==> src/rtl/reg_map_pkg.sv <==
// Peripheral address map and shared types for the CPU-side peripheral decoder.
// Pure declarations, no logic or latency of its own.
// No flow control here; consumers apply the decode during request capture.
package reg_map_pkg;

    // Region selectors on bus_addr[31:20]
    localparam logic [11:0] REGION_RST  = 12'hf80;
    localparam logic [11:0] REGION_ILA  = 12'hf81;
    localparam logic [11:0] REGION_SRAM = 12'hf82;

    // Offset of the reset-control register inside the local region
    localparam logic [19:0] R_RESET_CTRL = 20'h0_0000;

    // Read data returned for unmapped or timed-out reads
    localparam logic [31:0] UNMAPPED_RDATA_DFLT = 32'hDEAD_BEEF;

    typedef enum logic [1:0] {
        TGT_LOCAL = 2'd0,
        TGT_ILA   = 2'd1,
        TGT_SRAM  = 2'd2,
        TGT_NONE  = 2'd3
    } tgt_e;

    typedef enum logic [1:0] {
        S_IDLE   = 2'd0,
        S_ACCESS = 2'd1,
        S_RESP   = 2'd2
    } bus_state_e;

    // Map a full byte address to the target that serves it; unmapped local
    // offsets fall out as TGT_NONE so the FSM has a single error path.
    function automatic tgt_e decode_tgt(input logic [31:0] addr);
        tgt_e t;
        case (addr[31:20])
            REGION_RST:  t = (addr[19:0] == R_RESET_CTRL) ? TGT_LOCAL : TGT_NONE;
            REGION_ILA:  t = TGT_ILA;
            REGION_SRAM: t = TGT_SRAM;
            default:     t = TGT_NONE;
        endcase
        return t;
    endfunction

endpackage

==> src/rtl/periph_bus_decoder_if.sv <==
// CPU native bus plus the two external target buses of the peripheral decoder.
// Wires only, no latency.
// CPU side is valid/ready; targets are sel/ready with sel held until ready.
interface periph_bus_decoder_if;

    // CPU request / response
    logic        bus_valid;
    logic [31:0] bus_addr;
    logic [31:0] bus_wdata;
    logic [3:0]  bus_wstrb;
    logic        bus_ready;
    logic [31:0] bus_rdata;
    logic        bus_err;

    // ILA target
    logic        ila_sel;
    logic [19:0] ila_addr;
    logic [31:0] ila_wdata;
    logic [3:0]  ila_wstrb;
    logic [31:0] ila_rdata;
    logic        ila_ready;

    // Scratch RAM target
    logic        sram_sel;
    logic [19:0] sram_addr;
    logic [31:0] sram_wdata;
    logic [3:0]  sram_wstrb;
    logic [31:0] sram_rdata;
    logic        sram_ready;

    // Decoder view
    modport slave (
        input  bus_valid, bus_addr, bus_wdata, bus_wstrb,
        output bus_ready, bus_rdata, bus_err,
        output ila_sel, ila_addr, ila_wdata, ila_wstrb,
        input  ila_rdata, ila_ready,
        output sram_sel, sram_addr, sram_wdata, sram_wstrb,
        input  sram_rdata, sram_ready
    );

    // CPU and target view
    modport master (
        output bus_valid, bus_addr, bus_wdata, bus_wstrb,
        input  bus_ready, bus_rdata, bus_err,
        input  ila_sel, ila_addr, ila_wdata, ila_wstrb,
        output ila_rdata, ila_ready,
        input  sram_sel, sram_addr, sram_wdata, sram_wstrb,
        output sram_rdata, sram_ready
    );

endinterface

==> src/rtl/rst_ctrl_reg.sv <==
// Byte-strobed local control register with zero-extended read-back.
// Write takes effect on the clock edge after we; read-back is combinational.
// No backpressure: a write is always accepted in the cycle we is high.
module rst_ctrl_reg #(
    parameter int             W    = 8,
    parameter logic [W-1:0]   INIT = '0
) (
    input  logic          clk,
    input  logic          rst,
    input  logic          we,
    input  logic [31:0]   wdata,
    input  logic [3:0]    wstrb,
    output logic [W-1:0]  q,
    output logic [31:0]   rdata
);

    logic [31:0] cur_ext;
    logic [31:0] nxt_ext;
    logic        unused_hi;

    // Merge strobed bytes over the current value in a full 32-bit view
    always_comb begin
        cur_ext        = '0;
        cur_ext[W-1:0] = q;
        nxt_ext        = cur_ext;
        for (int b = 0; b < 4; b++) begin
            if (wstrb[b]) begin
                nxt_ext[b*8 +: 8] = wdata[b*8 +: 8];
            end
        end
    end

    // Bits above W have no storage; writes to them are discarded
    assign unused_hi = ^nxt_ext;
    assign rdata     = cur_ext;

    // Register update
    always_ff @(posedge clk) begin
        if (rst) begin
            q <= INIT;
        end else if (we) begin
            q <= nxt_ext[W-1:0];
        end
    end

endmodule

==> src/rtl/periph_bus_decoder.sv <==
// Routes CPU accesses to ILA, scratch RAM or the local reset-control register.
// Latency valid->ready: 2 cycles local/unmapped, 2 + target wait for external.
// One access in flight; CPU holds valid until the one-cycle ready strobe.
module periph_bus_decoder
    import reg_map_pkg::*;
#(
    parameter int                     RST_CTRL_W     = 8,
    parameter logic [RST_CTRL_W-1:0]  RST_CTRL_INIT  = '0,
    parameter int                     TIMEOUT_CYCLES = 256,
    parameter logic [31:0]            UNMAPPED_RDATA = UNMAPPED_RDATA_DFLT
) (
    input  logic                   clk,
    input  logic                   rst,
    periph_bus_decoder_if.slave    bif,
    output logic [RST_CTRL_W-1:0]  rst_ctrl
);

    localparam logic [1:0] ST_IDLE   = S_IDLE;
    localparam logic [1:0] ST_ACCESS = S_ACCESS;
    localparam logic [1:0] ST_RESP   = S_RESP;

    // TIMEOUT_CYCLES-1 always fits in clog2(TIMEOUT_CYCLES) bits for values >= 2
    localparam int                 CNT_W    = $clog2(TIMEOUT_CYCLES);
    localparam logic [CNT_W-1:0]   CNT_LAST = CNT_W'(TIMEOUT_CYCLES - 1);

    logic [1:0]        state_q;
    tgt_e              tgt_q;
    logic [19:0]       addr_q;
    logic [31:0]       wdata_q;
    logic [3:0]        wstrb_q;
    logic [CNT_W-1:0]  cnt_q;
    logic [31:0]       rdata_q;
    logic              err_q;

    logic              in_access;
    logic              is_read;
    logic              tgt_ready;
    logic [31:0]       tgt_rdata;
    logic              reg_we;
    logic [31:0]       reg_rdata;

    assign in_access = (state_q == ST_ACCESS);
    assign is_read   = (wstrb_q == 4'b0000);

    // Only the selected target's ready/rdata are observed; the other is ignored
    always_comb begin
        tgt_ready = 1'b0;
        tgt_rdata = '0;
        case (tgt_q)
            TGT_ILA: begin
                tgt_ready = bif.ila_ready;
                tgt_rdata = bif.ila_rdata;
            end
            TGT_SRAM: begin
                tgt_ready = bif.sram_ready;
                tgt_rdata = bif.sram_rdata;
            end
            default: begin
                tgt_ready = 1'b0;
                tgt_rdata = '0;
            end
        endcase
    end

    // Local register writes commit during the single ACCESS cycle
    assign reg_we = in_access && (tgt_q == TGT_LOCAL) && !is_read;

    rst_ctrl_reg #(
        .W    (RST_CTRL_W),
        .INIT (RST_CTRL_INIT)
    ) u_rst_ctrl_reg (
        .clk   (clk),
        .rst   (rst),
        .we    (reg_we),
        .wdata (wdata_q),
        .wstrb (wstrb_q),
        .q     (rst_ctrl),
        .rdata (reg_rdata)
    );

    // Request capture, target wait with timeout, and registered response
    always_ff @(posedge clk) begin
        if (rst) begin
            state_q <= ST_IDLE;
            tgt_q   <= TGT_NONE;
            addr_q  <= '0;
            wdata_q <= '0;
            wstrb_q <= '0;
            cnt_q   <= '0;
            rdata_q <= '0;
            err_q   <= 1'b0;
        end else begin
            case (state_q)
                ST_IDLE: begin
                    if (bif.bus_valid) begin
                        addr_q  <= bif.bus_addr[19:0];
                        wdata_q <= bif.bus_wdata;
                        wstrb_q <= bif.bus_wstrb;
                        tgt_q   <= decode_tgt(bif.bus_addr);
                        cnt_q   <= '0;
                        err_q   <= 1'b0;
                        state_q <= ST_ACCESS;
                    end
                end
                ST_ACCESS: begin
                    case (tgt_q)
                        TGT_ILA, TGT_SRAM: begin
                            // Ready is checked first so a late ready beats the timeout
                            if (tgt_ready) begin
                                rdata_q <= is_read ? tgt_rdata : '0;
                                err_q   <= 1'b0;
                                state_q <= ST_RESP;
                            end else if (cnt_q == CNT_LAST) begin
                                rdata_q <= is_read ? UNMAPPED_RDATA : '0;
                                err_q   <= 1'b1;
                                state_q <= ST_RESP;
                            end else begin
                                cnt_q <= cnt_q + 1'b1;
                            end
                        end
                        TGT_LOCAL: begin
                            rdata_q <= is_read ? reg_rdata : '0;
                            err_q   <= 1'b0;
                            state_q <= ST_RESP;
                        end
                        default: begin
                            rdata_q <= is_read ? UNMAPPED_RDATA : '0;
                            err_q   <= 1'b1;
                            state_q <= ST_RESP;
                        end
                    endcase
                end
                ST_RESP: begin
                    cnt_q   <= '0;
                    state_q <= ST_IDLE;
                end
                default: begin
                    state_q <= ST_IDLE;
                end
            endcase
        end
    end

    // Response strobe and error pulse are confined to the RESP cycle
    assign bif.bus_ready = (state_q == ST_RESP);
    assign bif.bus_err   = (state_q == ST_RESP) && err_q;
    assign bif.bus_rdata = rdata_q;

    // Targets only ever see latched request fields
    assign bif.ila_sel    = in_access && (tgt_q == TGT_ILA);
    assign bif.ila_addr   = addr_q;
    assign bif.ila_wdata  = wdata_q;
    assign bif.ila_wstrb  = wstrb_q;

    assign bif.sram_sel   = in_access && (tgt_q == TGT_SRAM);
    assign bif.sram_addr  = addr_q;
    assign bif.sram_wdata = wdata_q;
    assign bif.sram_wstrb = wstrb_q;

endmodule

==> src/flat_wrapper.sv <==
// flat-port wrapper written by rule: the top's interface ports become plain ports
module periph_bus_decoder_flat import reg_map_pkg::*;
#(
    parameter int                     RST_CTRL_W     = 8,
    parameter logic [RST_CTRL_W-1:0]  RST_CTRL_INIT  = '0,
    parameter int                     TIMEOUT_CYCLES = 256,
    parameter logic [31:0]            UNMAPPED_RDATA = UNMAPPED_RDATA_DFLT
)
  (clk, rst, rst_ctrl, bif_bus_valid, bif_bus_addr, bif_bus_wdata, bif_bus_wstrb, bif_bus_ready, bif_bus_rdata, bif_bus_err, bif_ila_sel, bif_ila_addr, bif_ila_wdata, bif_ila_wstrb, bif_ila_rdata, bif_ila_ready, bif_sram_sel, bif_sram_addr, bif_sram_wdata, bif_sram_wstrb, bif_sram_rdata, bif_sram_ready);
  periph_bus_decoder_if bif_i ();
  input  logic clk;
  input  logic rst;
  output logic [RST_CTRL_W-1:0] rst_ctrl;
  input wire logic [$bits(bif_i.bus_valid)-1:0] bif_bus_valid;
  input wire logic [$bits(bif_i.bus_addr)-1:0] bif_bus_addr;
  input wire logic [$bits(bif_i.bus_wdata)-1:0] bif_bus_wdata;
  input wire logic [$bits(bif_i.bus_wstrb)-1:0] bif_bus_wstrb;
  output wire logic [$bits(bif_i.bus_ready)-1:0] bif_bus_ready;
  output wire logic [$bits(bif_i.bus_rdata)-1:0] bif_bus_rdata;
  output wire logic [$bits(bif_i.bus_err)-1:0] bif_bus_err;
  output wire logic [$bits(bif_i.ila_sel)-1:0] bif_ila_sel;
  output wire logic [$bits(bif_i.ila_addr)-1:0] bif_ila_addr;
  output wire logic [$bits(bif_i.ila_wdata)-1:0] bif_ila_wdata;
  output wire logic [$bits(bif_i.ila_wstrb)-1:0] bif_ila_wstrb;
  input wire logic [$bits(bif_i.ila_rdata)-1:0] bif_ila_rdata;
  input wire logic [$bits(bif_i.ila_ready)-1:0] bif_ila_ready;
  output wire logic [$bits(bif_i.sram_sel)-1:0] bif_sram_sel;
  output wire logic [$bits(bif_i.sram_addr)-1:0] bif_sram_addr;
  output wire logic [$bits(bif_i.sram_wdata)-1:0] bif_sram_wdata;
  output wire logic [$bits(bif_i.sram_wstrb)-1:0] bif_sram_wstrb;
  input wire logic [$bits(bif_i.sram_rdata)-1:0] bif_sram_rdata;
  input wire logic [$bits(bif_i.sram_ready)-1:0] bif_sram_ready;
  assign bif_i.bus_valid = bif_bus_valid;
  assign bif_i.bus_addr = bif_bus_addr;
  assign bif_i.bus_wdata = bif_bus_wdata;
  assign bif_i.bus_wstrb = bif_bus_wstrb;
  assign bif_bus_ready = bif_i.bus_ready;
  assign bif_bus_rdata = bif_i.bus_rdata;
  assign bif_bus_err = bif_i.bus_err;
  assign bif_ila_sel = bif_i.ila_sel;
  assign bif_ila_addr = bif_i.ila_addr;
  assign bif_ila_wdata = bif_i.ila_wdata;
  assign bif_ila_wstrb = bif_i.ila_wstrb;
  assign bif_i.ila_rdata = bif_ila_rdata;
  assign bif_i.ila_ready = bif_ila_ready;
  assign bif_sram_sel = bif_i.sram_sel;
  assign bif_sram_addr = bif_i.sram_addr;
  assign bif_sram_wdata = bif_i.sram_wdata;
  assign bif_sram_wstrb = bif_i.sram_wstrb;
  assign bif_i.sram_rdata = bif_sram_rdata;
  assign bif_i.sram_ready = bif_sram_ready;
  periph_bus_decoder #(.RST_CTRL_W(RST_CTRL_W), .RST_CTRL_INIT(RST_CTRL_INIT), .TIMEOUT_CYCLES(TIMEOUT_CYCLES), .UNMAPPED_RDATA(UNMAPPED_RDATA)) u_core (.clk(clk), .rst(rst), .bif(bif_i), .rst_ctrl(rst_ctrl));
endmodule
==> config.mk <==
export PLATFORM = sky130hd
export DESIGN_NAME = periph_bus_decoder_flat
export DESIGN_NICKNAME = d
export VERILOG_FILES = /design/src/rtl/reg_map_pkg.sv /design/src/rtl/periph_bus_decoder_if.sv /design/src/rtl/rst_ctrl_reg.sv /design/src/rtl/periph_bus_decoder.sv /design/src/flat_wrapper.sv
export SDC_FILE = /design/constraint.sdc
export NUM_CORES = 1
export LEC_CHECK = 0
export ABC_AREA = 1
export ABC_CLOCK_PERIOD_IN_PS = 2000
export BUFFER_PORTS_ARGS = -buffer_cell sky130_fd_sc_hd__buf_2
export CORE_MARGIN = 3
export CORE_UTILIZATION = 47
export DETAILED_ROUTE_END_ITERATION = 6
export PLACE_DENSITY = 0.85
export RECOVER_POWER = 25
export SLEW_MARGIN = 30
export SYNTH_ARGS = -nofsm -noshare
export SYNTH_HDL_FRONTEND = slang
export SYNTH_HIERARCHICAL = 1
export SYNTH_SLANG_ARGS = --single-unit
==> constraint.sdc <==
create_clock -name clk -period 2 [get_ports clk]
set_input_delay 0.2 -clock clk [delete_from_list [all_inputs] [get_ports clk]]
set_output_delay 0.2 -clock clk [all_outputs]
set_load 0.01 [all_outputs]
Word level (Yosys, flattened, before mapping)

Cells that the tools add are included.

Register bits: 109
Output and inout bits: 156
Logic and storage cells: 68
Bits of input ports: 137

Equality and inequality tests: 14
Reductions and logical operators: 19
$add $sub $neg: 1
Multiplexer cells: 25

Operator list:

| cell                                                                    | number |
|---|---|
| 32-bit 2-to-1 mux                                                       | 4 |
| 32-bit case mux with 2 select lines                                     | 2 |
| 8-bit 2-to-1 mux                                                        | 5 |
| 12-bit == test, second input constant                                   | 3 |
| 8-bit case mux with 3 select lines                                      | 1 |
| 20-bit zero test                                                        | 1 |
| 2-bit 2-to-1 mux                                                        | 5 |
| 8-bit by 1-bit adder with 8-bit output, second input constant           | 1 |
| 8-bit == test, second input constant                                    | 1 |
| 2-bit inequality test, second input constant                            | 4 |
| 2-bit AND reduction                                                     | 4 |
| 1-bit case mux with 2 select lines                                      | 3 |
| 2-bit case mux with 3 select lines                                      | 1 |
| 1-bit logical AND                                                       | 5 |
| 5-bit AND reduction                                                     | 1 |
| 2-bit by 1-bit == test with 1-bit output, second input constant         | 2 |
| 2-bit == test, second input constant                                    | 2 |
| 2-bit zero test                                                         | 2 |
| 4-bit zero test                                                         | 1 |
| 4-bit inequality test, second input constant                            | 1 |
| 2-bit case mux with 2 select lines                                      | 1 |
| 1-bit 2-to-1 mux                                                        | 3 |
| 3-bit by 1-bit inequality test with 1-bit output, second input constant | 1 |
| 3-bit AND reduction                                                     | 1 |
| 4 further kinds                                                         | 4 |

Depth between registers and ports, before layout

Gate-level depths: netlist (run 1).

Depth after elaboration: 5
Mapped depth: 13
Depth with buffers taken out: 11

Hierarchy

The synthesis (run 1) kept the hierarchy.

By module, submodules not included:

| module             | area an instance (µm²) | instances | sequential area each (µm²) | cells each |
|---|---|---|---|---|
| periph_bus_decoder | 5,466.5                | 1         | 2,021.9                    | 866 |
| rst_ctrl_reg       | 580.6                  | 1         | 160.2                      | 84 |

Least setup slack after synthesis (run 1)

Ideal clock, no wire load.

Path kind: register to register
From: register u_core.tgt_q[0]
To: register u_core.rdata_q[21] (netlist: u_core/bif.bus_rdata[21])
Arrival: 1,569 ps
Cell stages (with the launch flop): 13
Buffers on the path: 2
Required time: 1,887 ps
Period minus slack after synthesis: 1,682 ps
Setup time: 113 ps
Path slack: 318 ps
Cell sequence: dfxtp_1 -> inv_1 -> ha_1 -> buf_2 -> nand3_1 -> clkinv_1 -> nand2_2 -> nand2_4 -> inv_8 -> buf_6 -> nand2_1 -> nand2_1 -> nor2_1

Longest elaborated chain between the ends: 5
Elaborated cells on any way between the ends: 11
Those cells by class: 3 x eq/ne; 5 x mux; 3 x reduce/logical

Ends and longest elaborated chain:

| item                                                                             | line                                                | text |
|---|---|---|
| start: declaration                                                               | periph_bus_decoder.sv:27                            | `tgt_e tgt_q;` |
| start signal: assignment                                                         | periph_bus_decoder.sv:99                            | `tgt_q <= decode_tgt(bif.bus_addr);` |
| 2-bit == test / 2-bit by 1-bit == test with 1-bit output (equally long branches) | periph_bus_decoder.sv:49, periph_bus_decoder.sv:106 |  |
| 32-bit case mux with 2 select lines                                              | periph_bus_decoder.sv:49                            | `case (tgt_q)` |
| 32-bit 2-to-1 mux                                                                | periph_bus_decoder.sv:110                           | `rdata_q <= is_read ? tgt_rdata : '0;` |
| 32-bit 2-to-1 mux                                                                | periph_bus_decoder.sv:109                           | `if (tgt_ready) begin` |
| 32-bit case mux with 2 select lines                                              | periph_bus_decoder.sv:106                           | `case (tgt_q)` |
| end signal: assignment                                                           | periph_bus_decoder.sv:110                           |  |
| end signal: assignment                                                           | periph_bus_decoder.sv:114                           | `rdata_q <= is_read ? UNMAPPED_RDATA : '0;` |
| end signal: assignment                                                           | periph_bus_decoder.sv:122                           | `rdata_q <= is_read ? reg_rdata : '0;` |
| end: declaration                                                                 | periph_bus_decoder.sv:32                            | `logic [31:0] rdata_q;` |

Several ways; a longest one is shown, not always the timed one.
A chain may end at the register's enable or synchronous reset.

Worst setup path in the final report (run 1)

From: register u_core.tgt_q[0]
To: register u_core.rdata_q[3] (netlist: u_core/bif.bus_rdata[3])

The elaborated chain is that of the path after synthesis.

==> key figures, run 1 <==
Status
  • Status: completed

Power
  • Maximum VDD drop: 0.696 mV
  • Psw: 1.83 mW
  • Clock Power Share: 33.0%
  • P_leak: 3.85 nW
  • Cell area power density: 780 nW/um^2
  • Cell Int Power: 3.83 mW
  • Seq pwr share: 43.7%
  • Comb pwr share: 23.2%
  • Sw Share: 32.4%

CTS
  • CTS root buf: clkbuf_16
  • TritonCTS clock tree: done
  • Htree depth: 3
  • Total clock sinks: 109
  • CTS buffer count: 9
  • Hold buffers post-CTS: 0
  • Clk_lat worst skew: 360 ps
  • Longest Clk Path Bufs: 2
  • Reg clk slew, reported paths: 80 ps
  • Setup bufs post-CTS: 0
  • Post-cts sizing count: 0

Layout
  • Syn-to-layout area delta: 20.0%
  • Non-filler cells, final: 1328
  • Layout cell share with drive strength beyond 1: 23.7%
  • Multi-input logic area: 2890 sq um
  • Nets: 1297
  • Antenna diode count: 0
  • Storage cell area: 2180 sq um
  • Finished layout cell area: 7250 sq um
  • Filler instances: 1252

Timing
  • Fin. Hold Viols: 0
  • Total negative slack: 0 ps
  • Slew margin rel.: 65.1%
  • Final max-slew violation count: 0
  • Tmin final: 1790 ps
  • Unrepaired setup endpoints after global routing: false
  • Period utilisation layout: 89.4%
  • Fin Clk Skew: 4.51 ps
  • Worst Max-Slew Pin Slew: 521 ps
  • F_max: 0.559 GHz
  • Final setup vio count: 0

Floorplanning
  • Row Count: 40
  • Die width: 119 um
  • Starting Density: 49.1%
  • Die height: 119 um
  • Die ar.: 14300 sq um
  • Core Footprint: 12300 sq um
  • I/O pins: 293

Worst setup path
  • CP max stage delay: 380 ps
  • Top Family by Delay on Critical Path: simple AND/OR/NAND/NOR gates
  • Crit path cell chain: inv_1, ha_1, nand3_1, clkinv_1, nand2_2, nand2_4, inv_8, nand2_1, nand2_1, nor2_1
  • R2R Path End: u_core/bif.bus_rdata[3]
  • R2R depth: 10
  • CP max stage cell: dfxtp_1
  • Crit. End Element: register
  • Top cell by count, worst path: nand2_1
  • WS Path Type: reg2reg
  • Worst r2r src: u_core/tgt_q[0]
  • Worst R2R Setup Slack: 210 ps
  • Buffers & Inverters on Critical Path: 3
  • Crit-path max FO: 46
  • Critical path arrival: 2040 ps
  • Crit path launch type: register
  • Critical Path RT: 2260 ps

Yosys
  • Largest family of logic cells by synthesized area: simple AND/OR/NAND/NOR gates
  • Post-synth ARST share: 0%
  • Avg Cell Area, Syn: 6.37 sq um
  • Main synth FF type: dfxtp_1
  • Synthesized flop and latch total: 109
  • Mapped Area: 6050 sq um
  • Cell variety after synth: 30
  • Adder-Cell Fraction of Synth Area: 1.03%
  • Simple-Gate Fraction of Synth Area: 36.9%
  • Post-synth EDFFs: 0
  • Mapped Cells: 950
  • Synth Area in Compound Gates: 8.21%
  • Synth Warn #: 6
  • Mux contribution to synthesized area: 0%
  • Post-synthesis xor/xnor area fraction: 0.145%
  • Seq/Total Area, Yosys: 36.1%

Placed design
  • Gp weighted congestion: 0.869
  • IO Port Bufs: 292
  • Placed inst area: 7030 sq um
  • HPWL Detailed: 12900 um
  • Cell Count Post-Placement: 1312

Detailed routing
  • # DRC: 0
  • Post-Route WL: 17100 um
  • Drt via density: 4.67
  • Initial DRC count: 501
  • DR vias: 6198
  • Routed wire per std cell: 12.9 um
  • Number of antenna-violating nets in the routed design: 0
  • Pre-antenna DRT Iters: 5

GRT
  • Initial antenna violation count: 0
  • Total GRT Usage: 22.9%
  • Vias in the first global route: 5509
  • Pin count of the biggest net entering global routing: 59
  • Total congestion overflow: 0
  • First-pass GRT wire length: 26500 um

Min path
  • Worst min-delay path category: in2reg
  • WHS Endpoint: u_core/bif.ila_wdata[20]
  • Hold wc startpoint: bif_bus_wdata[20]
  • Hold path depth: 3

Flow run
  • Max cap viols: 0
[worst reg2reg max path, stage by stage, from the launching register on]
cell and delay, ps:
dfxtp_1 380, inv_1 80, ha_1 310, nand3_1 120, clkinv_1 110, nand2_2 100
nand2_4 140, inv_8 240, nand2_1 110, nand2_1 60, nor2_1 40
[cells by family after synthesis]
kind of cell,count (synthesis)
AOI/OAI and AO/OA,99
xor gates and xnor gates,1
adders and majority gates,5
buffers and inverters,177
DFF,109
other,1
and+or+nand+nor,558
[layout by cell type (no fill, tap or decap), drive strengths merged, types with 4 or more instances in the layout]
cell type  synthesis  layout
nor2             199     199
dfxtp            109     109
nand2            311     311
inv               39      43
a21oi             16      16
buf              109     241
nand3             42      42
clkbuf            27      75
o21ai             82      82
clkinv             2       4
conb               1      24
ha                 5       5
[worst max path at each step]
stage,slack (ps),cells after the start,endpoint,from
after floorplan,320,12,u_core/bif.bus_rdata[21],u_core/tgt_q[0]
after global placement,290,10,u_core/bif.bus_rdata[2],u_core/tgt_q[0]
after detailed placement,230,10,u_core/bif.bus_rdata[13],u_core/tgt_q[0]
after CTS,210,10,u_core/bif.bus_rdata[16],u_core/tgt_q[0]
after global routing,30,10,u_core/bif.bus_rdata[25],u_core/tgt_q[1]
final,210,10,u_core/bif.bus_rdata[3],u_core/tgt_q[0]
[sequential cells by signal, indices dropped and copies added, names as in the netlist]
register and flops:
u_core/bif.ila_wdata 32, u_core/u_rst_ctrl_reg/q 8, u_core/tgt_q 2, u_core/bif.ila_wstrb 4, u_core/state_q 2, u_core/err_q 1, u_core/bif.ila_addr 20, u_core/bif.bus_rdata 32
u_core/cnt_q 8
[final cells by class]
| cell class | instances | share of cell area [%] |
|---|---|---|
| Multi-Input combinational cell | 687 | 39.8 |
| Clock buffer | 9 | 3.10 |
| Tap cell | 168 | 2.90 |
| Sequential cell | 109 | 30.1 |
| Timing Repair Buffer | 307 | 20.7 |
| Inverter | 41 | 2.22 |
| Clock inverter | 7 | 1.14 |
[synthesized netlist by cell type (5+ instances only)]
library cell	number	area (sq um)
nand3_1	40	200
inv_1	37	139
buf_6	6	67.6
buf_4	88	661
nand2_1	303	1140
clkbuf_1	26	97.6
ha_1	5	62.6
o21ai_0	81	405
a21oi_1	16	80.1
nor2_1	196	736
buf_2	13	65.1
nand2_2	7	43.8
dfxtp_1	109	2180
[power by group through the flow]
stage / Clock [mW] / Sequential [mW] / Combinational, mW
after global routing: 1.99 / 2.50 / 1.48
final: 1.87 / 2.47 / 1.31
after CTS: 1.91 / 2.47 / 1.35
after detailed placement: 0 / 2.52 / 1.34
after global placement: 0 / 2.52 / 1.33
after floorplan: 0 / 2.58 / 0.888
[layer usage]
metal / vias to the layer above / GRT usage (%) / routed length [um]
met1: 2702 / 25.8 / 6690
met5: - / 0 / 0
met4: 0 / 5.94 / 258
li1: 3224 / - / -
met3: 19 / 8.31 / 1590
met2: 253 / 40.9 / 8600
[stage by stage]
stage          power, mW  utilization, %  hold slack, ps  setup WS, ps
6_report            5.66            58.9            86.9           211
3_3_place_gp        3.84            57.1             447           291
4_1_cts             5.73            59.6            73.3           211
5_1_grt             5.96            58.9            83.2          29.3
3_5_place_dp        3.87            57.1             455           234
2_1_floorplan       3.46               -             348           318
Power figures use the tool's default switching activity.
==> run 2, diff against run 1 <==
--- a/config.mk
+++ b/config.mk
@@ -11,6 +11,7 @@
 export CORE_MARGIN = 3
 export CORE_UTILIZATION = 47
 export DETAILED_ROUTE_END_ITERATION = 6
+export MAX_ROUTING_LAYER = met4
 export PLACE_DENSITY = 0.85
 export RECOVER_POWER = 25
 export SLEW_MARGIN = 30
==> run 2 against run 1 <==
  * Final cell count stayed put
  * Critical endpoint unchanged
  * Non-clock buffer count stayed put
  * Fmax is 0.11% higher
  * Highest routed layer unchanged
  * Clock-buffer cell count stayed put
  * Critical path depth stayed put
  * Global-route usage is 0.64 points higher
  * Total power is 0.24% higher
  * Combinational power hardly changed
  * Clock power hardly changed
  * Largest cell class unchanged
  * Sequential share of layout area stayed put
==> key figures, run 2 (synthesis gave the netlist of run 1 again) <==
Layout
  • Multi-input logic area: 2890 sq um
  • Layout cell share with drive strength beyond 1: 23.7%
  • Storage cell area: 2180 sq um
  • Filler instances: 1251
  • Syn-to-layout area delta: 20.0%
  • Antenna diode count: 0
  • Nets: 1297
  • Most common cell after layout, fill and taps aside: nand2_1
  • Commonest non-fill, non-tap cells in the layout: nand2_1, buf_2, nor2_1

Timing
  • Fin. Hold Viols: 0
  • Tmin final: 1790 ps
  • F_max: 0.560 GHz
  • Total negative slack: 0 ps
  • Final max-slew violation count: 0
  • Hold WS: 81.3 ps
  • Unrepaired setup endpoints after global routing: false
  • Slew margin rel.: 63.5%
  • Final worst slack: 213 ps
  • Final setup vio count: 0
  • Worst Max-Slew Pin Slew: 547 ps
  • Fin Clk Skew: 5.50 ps
  • Period utilisation layout: 89.3%

CTS
  • Total clock sinks: 109
  • CTS root buf: clkbuf_16
  • Reg clk slew, reported paths: 80 ps
  • Post-cts sizing count: 0
  • Htree depth: 3
  • Setup bufs post-CTS: 0
  • CTS buffer count: 9
  • TritonCTS clock tree: done
  • Hold buffers post-CTS: 0
  • Clk_lat worst skew: 360 ps
  • Longest Clk Path Bufs: 2

GRT
  • Pin count of the biggest net entering global routing: 59
  • Total GRT Usage: 23.6%
  • Initial antenna violation count: 0
  • Total congestion overflow: 0
  • Vias in the first global route: 5516
  • First-pass GRT wire length: 26500 um

Floorplanning
  • Row Count: 40
  • I/O pins: 293
  • Die width: 119 um
  • Core Footprint: 12300 sq um
  • Die height: 119 um
  • Die ar.: 14300 sq um
  • Starting Density: 49.1%

Worst setup path
  • Crit. End Element: register
  • Critical path arrival: 2050 ps
  • Critical Path RT: 2260 ps
  • WS Path Type: reg2reg
  • Crit-path max FO: 46
  • Worst R2R Setup Slack: 210 ps
  • Crit path launch type: register

Placed design
  • IO Port Bufs: 292
  • HPWL Detailed: 12900 um
  • Worst slack, placed: 234 ps
  • Gp weighted congestion: 0.884

Power
  • P_leak: 3.85 nW
  • Tot Pwr: 5.67 mW
  • Maximum VDD drop: 0.704 mV
  • Cell area power density: 782 nW/um^2

Detailed routing
  • Drt via density: 4.67
  • Routed wire per std cell: 13.0 um
  • Number of antenna-violating nets in the routed design: 0
  • Initial DRC count: 547
  • # DRC: 0
  • DR vias: 6208
  • Pre-antenna DRT Iters: 6
  • Post-Route WL: 17300 um

Status
  • Status: completed

Flow run
  • Max cap viols: 0

Min path
  • Worst min-delay path category: in2reg
[run 2: cell counts in the layout (fill, tap and decap cells not counted)]
Identical to the previous run, type by type.
[run 2: final timing paths]
kind / from / end / cells after the start
worst min-delay path: bif_bus_wdata[28] / u_core/bif.ila_wdata[28] / 3
worst max-delay path: u_core/tgt_q[0] / u_core/bif.bus_rdata[3] / 10
worst min register to register: u_core/bif.bus_rdata[30] / u_core/bif.bus_rdata[30] / 2
worst max register to register: u_core/tgt_q[0] / u_core/bif.bus_rdata[3] / 10
[run 2: report_power, final]
group	total (mW)	internal (mW)	switching (mW)
Clock	1.88	0.996	0.882
Sequential	2.47	2.34	0.133
Combinational	1.32	0.488	0.830
Total	5.67	3.83	1.84
[run 2: stage by stage]
step,cells,area [sq um],util (%)
after floorplan,973,6130,-
after global placement,1312,7030,57.1
after detailed placement,1312,7030,57.1
after CTS,1328,7340,59.6
after global routing,1328,7250,58.9
final,1328,7250,58.9
[run 2: layout make-up]
class	count	share of cell area, %
multi-input cells	687	39.8
inverters	41	2.22
flip-flops and latches	109	30.1
well taps	168	2.90
repair buffers	307	20.7
clock buffers	9	3.10
clock inverters	7	1.14
[run 2: critical path, cell delays in order, from the launching register on]
cell	delay [ps]
dfxtp_1	380
inv_1	80
ha_1	310
nand3_1	120
clkinv_1	110
nand2_2	100
nand2_4	140
inv_8	240
nand2_1	90
nand2_1	60
nor2_1	40
[run 2: layer usage]
| metal | wire length [um] | global-route usage [%] |
|---|---|---|
| met3 | 1400 | 7.26 |
| met5 | 0 | - |
| met4 | 276 | 5.94 |
| met2 | 8650 | 40.8 |
| met1 | 6940 | 26.5 |
==> run 3, diff against run 2 <==
--- a/config.mk
+++ b/config.mk
@@ -7,12 +7,12 @@
 export LEC_CHECK = 0
 export ABC_AREA = 1
 export ABC_CLOCK_PERIOD_IN_PS = 2000
-export BUFFER_PORTS_ARGS = -buffer_cell sky130_fd_sc_hd__buf_2
 export CORE_MARGIN = 3
-export CORE_UTILIZATION = 47
+export CORE_UTILIZATION = 50
 export DETAILED_ROUTE_END_ITERATION = 6
+export DONT_BUFFER_PORTS = 1
 export MAX_ROUTING_LAYER = met4
-export PLACE_DENSITY = 0.85
+export PLACE_DENSITY = 0.69
 export RECOVER_POWER = 25
 export SLEW_MARGIN = 30
 export SYNTH_ARGS = -nofsm -noshare
==> run 3 against run 2 <==
  * Setup slack got worse by 44 ps
  * Clock skew increased by 5.0 ps
  * Sequential share of layout area increased by 6.5 points
  * Non-clock buffer count decreased by 283
  * Total power decreased by 5.6%
  * Critical path type unchanged
  * First-iteration DRC count decreased by 40%
  * Largest cell class unchanged
  * Sequential power increased by 7%
  * Via count decreased by 17%
  * Global-route usage decreased by 1.5 points
  * Flip-flop and latch count unchanged
  * Critical path depth decreased by 1
==> key figures, run 3 (synthesis gave the netlist of run 1 again) <==
CTS
  • CTS buffer count: 9
  • Longest Clk Path Bufs: 2
  • Clk_lat worst skew: 350 ps
  • CTS root buf: clkbuf_16
  • Htree depth: 3
  • Reg clk slew, reported paths: 80 ps
  • TritonCTS clock tree: done
  • Total clock sinks: 109
  • Setup bufs post-CTS: 0

Worst setup path
  • R2R depth: 9
  • R2R Path End: u_core/bif.bus_rdata[5]
  • Critical Path RT: 2240 ps
  • Worst R2R Setup Slack: 170 ps
  • Worst r2r src: u_core/tgt_q[0]
  • Critical path arrival: 2070 ps
  • WS Path Type: reg2reg
  • Crit-path max FO: 19
  • Crit path launch type: register
  • Crit. End Element: register

Min path
  • Worst min-delay path category: in2reg
  • Hold path depth: 2
  • Hold wc startpoint: bif_bus_wdata[13]
  • WHS Endpoint: u_core/bif.ila_wdata[13]

Floorplanning
  • Starting Density: 52.1%
  • I/O pins: 293
  • Core Footprint: 11600 sq um
  • Die width: 116 um
  • Die height: 116 um
  • Row Count: 39
  • Die ar.: 13500 sq um

Timing
  • Total negative slack: 0 ps
  • Period utilisation layout: 91.6%
  • Slew margin rel.: 63.2%
  • Final max-slew violation count: 0
  • Fin Clk Skew: 10.5 ps
  • Tmin final: 1830 ps
  • Worst Max-Slew Pin Slew: 551 ps
  • Final setup vio count: 0
  • F_max: 0.546 GHz
  • Unrepaired setup endpoints after global routing: false
  • Fin. Hold Viols: 0
  • Final worst slack: 169 ps

Layout
  • Antenna diode count: 0
  • Most common cell after layout, fill and taps aside: nand2_1
  • Finished layout cell area: 5970 sq um
  • Layout cell share with drive strength beyond 1: 6.26%
  • Commonest non-fill, non-tap cells in the layout: nand2_1, nor2_1, dfxtp_1
  • Nets: 1015
  • Non-filler cells, final: 1021
  • Syn-to-layout area delta: -1.24%

Placed design
  • HPWL Detailed: 11600 um
  • Gp weighted congestion: 0.807
  • Worst slack, placed: 159 ps
  • Cell Count Post-Placement: 1000
  • IO Port Bufs: 0
  • Placed inst area: 5600 sq um

Detailed routing
  • Initial DRC count: 328
  • Number of antenna-violating nets in the routed design: 0
  • DR vias: 5127
  • Routed wire per std cell: 15.3 um
  • Pre-antenna DRT Iters: 4
  • Drt via density: 5.02
  • Post-Route WL: 15600 um
  • # DRC: 0

Power
  • P_leak: 2.84 nW
  • Maximum VDD drop: 0.572 mV
  • Tot Pwr: 5.36 mW
  • Cell area power density: 897 nW/um^2

GRT
  • Initial antenna violation count: 0
  • Total congestion overflow: 0
  • Pin count of the biggest net entering global routing: 60
  • Vias in the first global route: 4255
  • First-pass GRT wire length: 22600 um
  • Total GRT Usage: 22.1%

Flow run
  • Max cap viols: 0

Status
  • Status: completed
run 3: cell types whose count changed in the layout (fill, tap and decap cells not counted), sizes merged:
cell         delta
buf           -221
clkbuf         -66
clkinv          +3
dlygate4sd3     +4
inv             -2
run 3: layer usage:
metal  share of wire, %  up-vias  wire length [um]  GRT usage, %
met4                1.2        0               186          6.19
met1                 41     2221              6400          26.4
met3                9.7       15              1510          7.62
met5                  0        -                 0             -
li1                   -     2672                 -             -
met2                 48      219              7470          35.4
run 3: layout make-up:
class | instances | area (sq um)
timing repair inverter | 1 | 8.76
multi-input combinational | 687 | 2900
tap | 143 | 179
clock inverter | 7 | 85.1
sequential | 109 | 2180
inverter | 41 | 166
fill | 1217 | 5640
timing repair buffer | 24 | 228
clock buffer | 9 | 225
run 3: where the power goes:
group          internal [mW]  switching (mW)
Combinational          0.284           0.569
Sequential              2.34           0.309
Clock                  0.992           0.859
Total                   3.62            1.74
run 3: what timing repair did:
action / 4_1_cts / 5_1_grt
setup endpoints to repair: 0 / 7
hold buffers: 4 / 0
gates resized for setup: 0 / 3
endpoints found under the hold margin: 13 / 0
run 3: worst max path at each step:
stage	from	to	slack (ps)	cells after the start
global placement	u_core/tgt_q[0]	u_core/bif.bus_rdata[28]	240	10
finish	u_core/tgt_q[0]	u_core/bif.bus_rdata[5]	170	9
global route	u_core/tgt_q[0]	u_core/bif.bus_rdata[5]	50	9
CTS	u_core/tgt_q[0]	u_core/bif.bus_rdata[11]	130	10
detailed placement	u_core/tgt_q[0]	u_core/bif.bus_rdata[11]	160	10
floorplan	u_core/tgt_q[0]	u_core/bif.bus_rdata[21]	320	12
run 3: worst max-delay path, stage by stage (launching register included):
cell and delay, ps:
dfxtp_1 380, inv_1 80, ha_1 330, nand3_1 150, nand2_1 160, buf_4 230
o21ai_0 210, nand2_1 70, nand2_1 60, nor2_1 40
run 3: metrics by stage:
step / util [%] / hold slack, ps
floorplan: - / 348
global placement: 48.2 / 273
detailed placement: 48.2 / 275
CTS: 51.2 / 2.49
global route: 51.4 / 11.9
finish: 51.4 / 14.8
